<file path="src/rtl/noc_rx_endpoint_pkg.sv">
// Shared defaults and sizing helpers for the noc_if receive endpoint.
// Imported by the endpoint top and its per-VC FIFO.
package noc_rx_endpoint_pkg;

  localparam int DEFAULT_D_W           = 32;
  localparam int DEFAULT_A_W           = 4;
  localparam int DEFAULT_VC_W          = 2;
  localparam int DEFAULT_VC_FIFO_DEPTH = 4;

  // Index width for a count of n things; a single thing still needs one bit.
  function automatic int idx_w(input int n);
    return (n > 1) ? $clog2(n) : 1;
  endfunction

  // Width of a stored flit: payload, last flag and route address.
  function automatic int flit_w(input int d_w, input int a_w);
    return d_w + 1 + a_w;
  endfunction

endpackage

</file>
<file path="src/rtl/noc_vc_fifo.sv">
// Single-clock FIFO holding DEPTH-1 flits of one virtual channel.
// A pop on the same edge frees a slot, so a push to a full FIFO still lands.
module noc_vc_fifo
  import noc_rx_endpoint_pkg::*;
#(
  parameter int W     = 8,
  parameter int DEPTH = 4
) (
  input  logic         clk,
  input  logic         rst_n,
  input  logic         push,
  input  logic [W-1:0] push_data,
  input  logic         pop,
  output logic [W-1:0] pop_data,
  output logic         full,
  output logic         empty
);

  localparam int ENTRIES = DEPTH - 1;
  localparam int PW      = idx_w(ENTRIES);
  localparam int CW      = $clog2(ENTRIES + 1);

  logic [W-1:0]  mem [ENTRIES];
  logic [PW-1:0] rd_ptr;
  logic [PW-1:0] wr_ptr;
  logic [CW-1:0] count;
  logic          do_push;
  logic          do_pop;

  function automatic logic [PW-1:0] next_ptr(input logic [PW-1:0] p);
    return (p == PW'(ENTRIES - 1)) ? '0 : p + PW'(1);
  endfunction

  assign full     = (count == CW'(ENTRIES));
  assign empty    = (count == '0);
  assign do_pop   = pop && !empty;
  assign do_push  = push && (!full || do_pop);
  assign pop_data = mem[rd_ptr];

  // NOTE: the storage array has no reset; occupancy is tracked by count alone.
  always_ff @(posedge clk) begin
    if (do_push) mem[wr_ptr] <= push_data;
  end

  // NOTE: sequential state uses non-blocking assignments so every register
  // samples pre-edge values regardless of statement order.
  always_ff @(posedge clk or negedge rst_n) begin
    if (!rst_n) begin
      rd_ptr <= '0;
      wr_ptr <= '0;
      count  <= '0;
    end else begin
      if (do_push) wr_ptr <= next_ptr(wr_ptr);
      if (do_pop)  rd_ptr <= next_ptr(rd_ptr);
      case ({do_push, do_pop})
        2'b10:   count <= count + CW'(1);
        2'b01:   count <= count - CW'(1);
        default: count <= count;
      endcase
    end
  end

endmodule

</file>
<file path="src/rtl/noc_rx_endpoint.sv">
// Receive endpoint of the credit-based noc_if link: per-VC buffering, credit
// return, packet-atomic round-robin merge onto one valid/ready stream.
module noc_rx_endpoint
  import noc_rx_endpoint_pkg::*;
#(
  parameter int N             = 2,
  parameter int D_W           = DEFAULT_D_W,
  parameter int A_W           = DEFAULT_A_W,
  parameter int VC_W          = DEFAULT_VC_W,
  parameter int VC_FIFO_DEPTH = DEFAULT_VC_FIFO_DEPTH,
  parameter int MY_ADDR       = 0
) (
  input  logic                   clk,
  input  logic                   rst_n,
  input  logic [VC_W-1:0]        in_vc_target,
  input  logic [D_W-1:0]         in_data,
  input  logic                   in_last,
  input  logic [A_W-1:0]         in_addr,
  output logic [VC_W-1:0]        in_vc_credit_gnt,
  output logic                   out_valid,
  input  logic                   out_ready,
  output logic [D_W-1:0]         out_data,
  output logic                   out_last,
  output logic [idx_w(VC_W)-1:0] out_vc,
  output logic [31:0]            flit_count,
  output logic [31:0]            pkt_count,
  output logic                   err_overflow,
  output logic                   err_onehot,
  output logic                   err_addr
);

  localparam int VI_W = idx_w(VC_W);
  localparam int F_W  = flit_w(D_W, A_W);

  if (MY_ADDR < 0 || MY_ADDR >= N) begin : g_bad_addr
    $error("noc_rx_endpoint: MY_ADDR outside the client address range");
  end

  typedef struct packed {
    logic [D_W-1:0] data;
    logic           last;
    logic [A_W-1:0] addr;
  } flit_t;

  flit_t            in_flit;
  flit_t            head [VC_W];
  logic             multi_hot;
  logic [VC_W-1:0]  push, pop, full, empty, wr_ok;
  logic             ovf_hit;

  logic [VI_W-1:0]  rr_ptr;
  logic             locked;
  logic             sel_valid;
  logic [VI_W-1:0]  sel;
  logic [VI_W-1:0]  cand;
  logic             load;

  assign in_flit   = '{data: in_data, last: in_last, addr: in_addr};
  assign multi_hot = |(in_vc_target & (in_vc_target - VC_W'(1)));
  assign push      = multi_hot ? '0 : in_vc_target;
  assign wr_ok     = push & (~full | pop);
  assign ovf_hit   = |(push & full & ~pop);

  for (genvar v = 0; v < VC_W; v++) begin : g_vc
    noc_vc_fifo #(.W(F_W), .DEPTH(VC_FIFO_DEPTH)) u_fifo (
      .clk       (clk),
      .rst_n     (rst_n),
      .push      (push[v]),
      .push_data (in_flit),
      .pop       (pop[v]),
      .pop_data  (head[v]),
      .full      (full[v]),
      .empty     (empty[v])
    );
  end

  // While a packet is open the arbiter is pinned to rr_ptr; otherwise it
  // scans from rr_ptr+1 and wraps, so rr_ptr itself is checked last.
  // NOTE: every always_comb output gets a default first so no path leaves
  // it unassigned and no latch is inferred.
  always_comb begin
    sel_valid = 1'b0;
    sel       = rr_ptr;
    cand      = rr_ptr;
    if (locked) begin
      sel_valid = !empty[rr_ptr];
    end else begin
      for (int i = 1; i <= VC_W; i++) begin
        cand = VI_W'((int'(rr_ptr) + i) % VC_W);
        if (!sel_valid && !empty[cand]) begin
          sel_valid = 1'b1;
          sel       = cand;
        end
      end
    end
  end

  assign load = sel_valid && (!out_valid || out_ready);
  assign pop  = load ? (VC_W'(1) << sel) : '0;

  always_ff @(posedge clk or negedge rst_n) begin
    if (!rst_n) begin
      out_valid        <= 1'b0;
      out_data         <= '0;
      out_last         <= 1'b0;
      out_vc           <= '0;
      rr_ptr           <= '0;
      locked           <= 1'b0;
      in_vc_credit_gnt <= '0;
    end else begin
      in_vc_credit_gnt <= pop;
      if (load) begin
        out_valid <= 1'b1;
        out_data  <= head[sel].data;
        out_last  <= head[sel].last;
        out_vc    <= sel;
        rr_ptr    <= sel;
        locked    <= !head[sel].last;
      end else if (out_ready) begin
        out_valid <= 1'b0;
      end
    end
  end

  always_ff @(posedge clk or negedge rst_n) begin
    if (!rst_n) begin
      flit_count   <= '0;
      pkt_count    <= '0;
      err_overflow <= 1'b0;
      err_onehot   <= 1'b0;
      err_addr     <= 1'b0;
    end else begin
      if (out_valid && out_ready) begin
        flit_count <= flit_count + 32'd1;
        if (out_last) pkt_count <= pkt_count + 32'd1;
      end
      if (multi_hot) err_onehot   <= 1'b1;
      if (ovf_hit)   err_overflow <= 1'b1;
      if (|wr_ok && (in_addr != A_W'(MY_ADDR))) err_addr <= 1'b1;
    end
  end

endmodule

</file>
<file path="config.mk">
export PLATFORM = sky130hd
export DESIGN_NAME = noc_rx_endpoint
export DESIGN_NICKNAME = d
export VERILOG_FILES = /design/src/rtl/noc_rx_endpoint_pkg.sv /design/src/rtl/noc_vc_fifo.sv /design/src/rtl/noc_rx_endpoint.sv
export SDC_FILE = /design/constraint.sdc
export NUM_CORES = 1
export LEC_CHECK = 0
export ABC_AREA = 1
export BUFFER_PORTS_ARGS = -buffer_cell sky130_fd_sc_hd__buf_4
export CORE_ASPECT_RATIO = 0.75
export CORE_MARGIN = 4
export CORE_UTILIZATION = 40
export CTS_CLUSTER_DIAMETER = 100
export DETAILED_ROUTE_END_ITERATION = 6
export GPL_TIMING_DRIVEN = 0
export PLACE_DENSITY = 0.67
export SKIP_CTS_REPAIR_TIMING = 1
export SLEW_MARGIN = 20
export SYNTH_ARGS = -nofsm -noshare
export SYNTH_HDL_FRONTEND = slang
export SYNTH_SLANG_ARGS = --single-unit
</file>
<file path="constraint.sdc">
create_clock -name clk -period 4.2 [get_ports clk]
set_clock_uncertainty 0.15 [all_clocks]
set_input_delay 1.26 -clock clk [delete_from_list [all_inputs] [get_ports clk]]
set_output_delay 1.26 -clock clk [all_outputs]
set_load 0.02 [all_outputs]
</file>
==> results_dict.tcl <==
set metrics [dict create \
    cts_sinks 315 \
    critPathMaxFanout 10 \
    normalized_max_slew_margin 0.424 \
    cts.clk_slew.worst_paths_ns 0.07 \
    setup_repair_after_global_routing_missed_its_margin "false" \
    insertion_delay_ns 0.59 \
    slowest_stage "sky130_fd_sc_hd__nor3_4" \
    synth_top_cell_by_area "sky130_fd_sc_hd__edfxtp_1" \
    synth_cell_types 42 \
    syn-cell-area_sq_um 13200 \
    hp-class "reg2reg" \
    share_of_layout_cells_above_drive_strength_1 0.185 \
    timing.critical_path.cells "buf_4 > nor2_1 > inv_1 > nand2_2 > inv_2 > nand2_2 > nand2_1 > nand2_2 > nor3_4 > buf_6 > buf_8" \
    busiest_layer "met2" \
    post_synth_inst_count 1253 \
    hpwlAfterDp_microns 22200 \
    grt_max_degree 67 \
    nNetsFinal 1487 \
    largest_incremental_delay_on_the_critical_path_ns 0.57 \
    placement_rows 57 \
    worstMarginPinSlew_ns 0.865 \
    final_sum_of_negative_setup_slack_ns 0 \
    portBuffers 145 \
    cell_area_reported_after_detailed_placement_sq_um 15100 \
    routedWlPerCell_microns 16.9 \
    synth-edff-count 198 \
    power.density_cell_area_nw_per_um2 652 \
    chipHeight_microns 165 \
    critical_path_buf_inv_count 5 \
    drt_pre_antenna_iters 5 \
    post-place-ws_ns 0.449 \
    detail_route.drc_violations 0 \
    chipWidth_microns 218 \
    cts_buffers 31 \
    irDropWorstVdd_uv 428 \
    dieArea_sq_um 36100 \
    fin_crit_sh 0.737 \
    ys_top_cells_by_area "sky130_fd_sc_hd__edfxtp_1 45%, sky130_fd_sc_hd__dfrtp_1 22%, sky130_fd_sc_hd__nand2_1 14%" \
    finalWorstSetupSlack_ns 1.10 \
    design.core.area_sq_um 32500 \
    finalWeightedCongestion 0.857 \
    worst_slack_on_hold_paths_ns 0.322 \
    status "finished, final reports clean" \
    grt_antenna_before_repair 2 \
    drt-total-wl_microns 32300 \
    ctsRootBufferMaster "sky130_fd_sc_hd__clkbuf_16" \
    postSynthRegisterBits 315 \
    asyncSetResetFlopFracSynth 0.371 \
    htree_num_levels 1 \
    clock_path_buffers 3 \
    synth_top_area_frac 0.450 \
    leading_cell_types_by_count_after_synthesis "496 x sky130_fd_sc_hd__nand2_1, 198 x sky130_fd_sc_hd__edfxtp_1, 117 x sky130_fd_sc_hd__dfrtp_1" \
    finalHoldViolations 0 \
    initial_core_util 0.407 \
    postSynthAreaPerCell_sq_um 10.6 \
    drtAntennaViolNets 0 \
    critical-path-top-delay-family "simple AND/OR/NAND/NOR gates" \
    crit_path_frequent_cell "sky130_fd_sc_hd__nand2_2" \
    areaGrowthSynthToFinish_pct 23.0 \
    wire_length_of_the_first_global_routing_pass_microns 50000 \
    ios 146 \
    detail_route.vias_per_cell 4.88 \
    synth_warnings 0 \
    layout_min_cycle_time_ns 3.10 \
    grt_util_met1 0.252 \
    setup_viol 0 \
    start_kind "input pin" \
    grt_pass1_vias 8985 \
    tritoncts_clock_tree "done" \
    synth_nets 1299 \
    final_area_sq_um 16300 \
    peak_clock_frequency_supported_by_timing_mhz 323 \
    synth.most_common_cell "sky130_fd_sc_hd__nand2_1" \
    timing.setup.critical_path_class "in2reg" \
    synth-seq-area-share 0.671 \
    synth_top_flop_cell "sky130_fd_sc_hd__edfxtp_1" \
    crit_path_end_kind "flip-flop" \
    leakage_component_of_the_power_uw 0.00681 \
    global_route.overflow_total 0 \
    power_uw 10600 \
    maxSlewViolCount 0 \
    num_vias 9316 \
    worst-endpoint-arrival_ns 3.24 \
    grt_use_met3 0.0359 \
    global_route.usage.total 0.178 \
    critical_path_required_ns 4.34 \
    initialDrtViolationCount 784 \
    met2_grt_util 0.283 \
    max_cap_viol_count 0 \
]
==> flip-flops by register name, summed over array words and instances, names as in the netlist <==
register,count
pkt_count,32
out_data,32
rr_ptr,1
flit_count,32
err_addr,1
locked,1
err_overflow,1
err_onehot,1
out_last,1
g_vc.u_fifo.mem,198
g_vc.u_fifo.wr_ptr,4
g_vc.u_fifo.rd_ptr,4
out_valid,1
in_vc_credit_gnt,2
g_vc.u_fifo.count,4
==> area by class of cell <==
| type | count | area [sq um] |
|---|---|---|
| tap | 442 | 553 |
| buffer | 31 | 158 |
| fill | 2906 | 16300 |
| clock buffer | 35 | 801 |
| timing repair buffer | 155 | 1290 |
| clock inverter | 23 | 340 |
| inverter | 75 | 283 |
| sequential | 315 | 8870 |
| antenna | 1 | 2.50 |
| multi-input combinational | 832 | 3960 |
==> per-stage QoR <==
stage	instances	utilization
2_1_floorplan	1253	-
3_5_place_dp	1850	0.465
5_1_grt	1909	0.500
3_3_place_gp	1840	0.457
4_1_cts	1908	0.500
6_report	1909	0.500
==> logic make-up after synthesis <==
group                      after synthesis  share of synthesized area
xor gates and xnor gates                44                     0.0297
DFF                                    315                      0.671
AOI/OAI and AO/OA                       32                     0.0149
and+or+nand+nor                        752                      0.247
buffers and inverters                  106                     0.0333
adders and majority gates                4                    0.00379
==> cell usage in the layout, fill, tap and decap left out, drive strengths merged <==
cell      count
bufinv        8
xnor2        14
o21bai        1
xor2         30
clkinvlp      3
o21ai        15
edfxtp      198
o21a          1
a21oi         2
buf         174
dfrtp       117
clkinv       12
ha            4
and2          2
nand2       503
nor2         87
or2           2
inv          75
diode         1
clkbuf       47
nand4         8
nor4          2
nand3b        9
nand3       114
or4           1
nor3         24
a22oi        12
a31oi         1
==> worst register-to-register path: stages (launching register included) <==
cell and delay [ns]:
sky130_fd_sc_hd__dfrtp_1 0.43, sky130_fd_sc_hd__inv_2 0.04, sky130_fd_sc_hd__nand2_1 0.08, sky130_fd_sc_hd__nand2_1 0.06, sky130_fd_sc_hd__nand2_1 0.10, sky130_fd_sc_hd__nand2_2 0.16, sky130_fd_sc_hd__inv_2 0.13, sky130_fd_sc_hd__nand2_2 0.15
sky130_fd_sc_hd__nand2_1 0.11, sky130_fd_sc_hd__nand2_2 0.17, sky130_fd_sc_hd__nor3_4 0.58, sky130_fd_sc_hd__buf_6 0.25, sky130_fd_sc_hd__buf_8 0.16
==> power breakdown <==
part,internal [uW],switching (uW),total [uW]
Clock,1870,1220,3090
Sequential,3870,339,4210
Combinational,1090,2220,3310
==> routing by layer <==
| metal | routed length, microns | share of wire |
|---|---|---|
| met5 | 13 | 0.00040 |
| met4 | 766 | 0.024 |
| met3 | 2250 | 0.070 |
| met2 | 14400 | 0.45 |
| met1 | 14900 | 0.46 |
==> worst paths after layout <==
path / start / end / slack (ns) / cells past startpoint
worst max-delay path: out_ready / g_vc[0].u_fifo.mem[2][16] / 1.10 / 11
worst min-delay path: err_onehot / err_onehot / 0.32 / 1
worst max register to register: g_vc[1].u_fifo.count[0] / g_vc[0].u_fifo.mem[2][16] / 1.34 / 12
worst min register to register: err_onehot / err_onehot / 0.32 / 1
max in group asynchronous: rst_n / out_data[18] / 2.74 / 2
min in group asynchronous: rst_n / flit_count[18] / 0.46 / 1
Power figures use the tool's default switching activity.
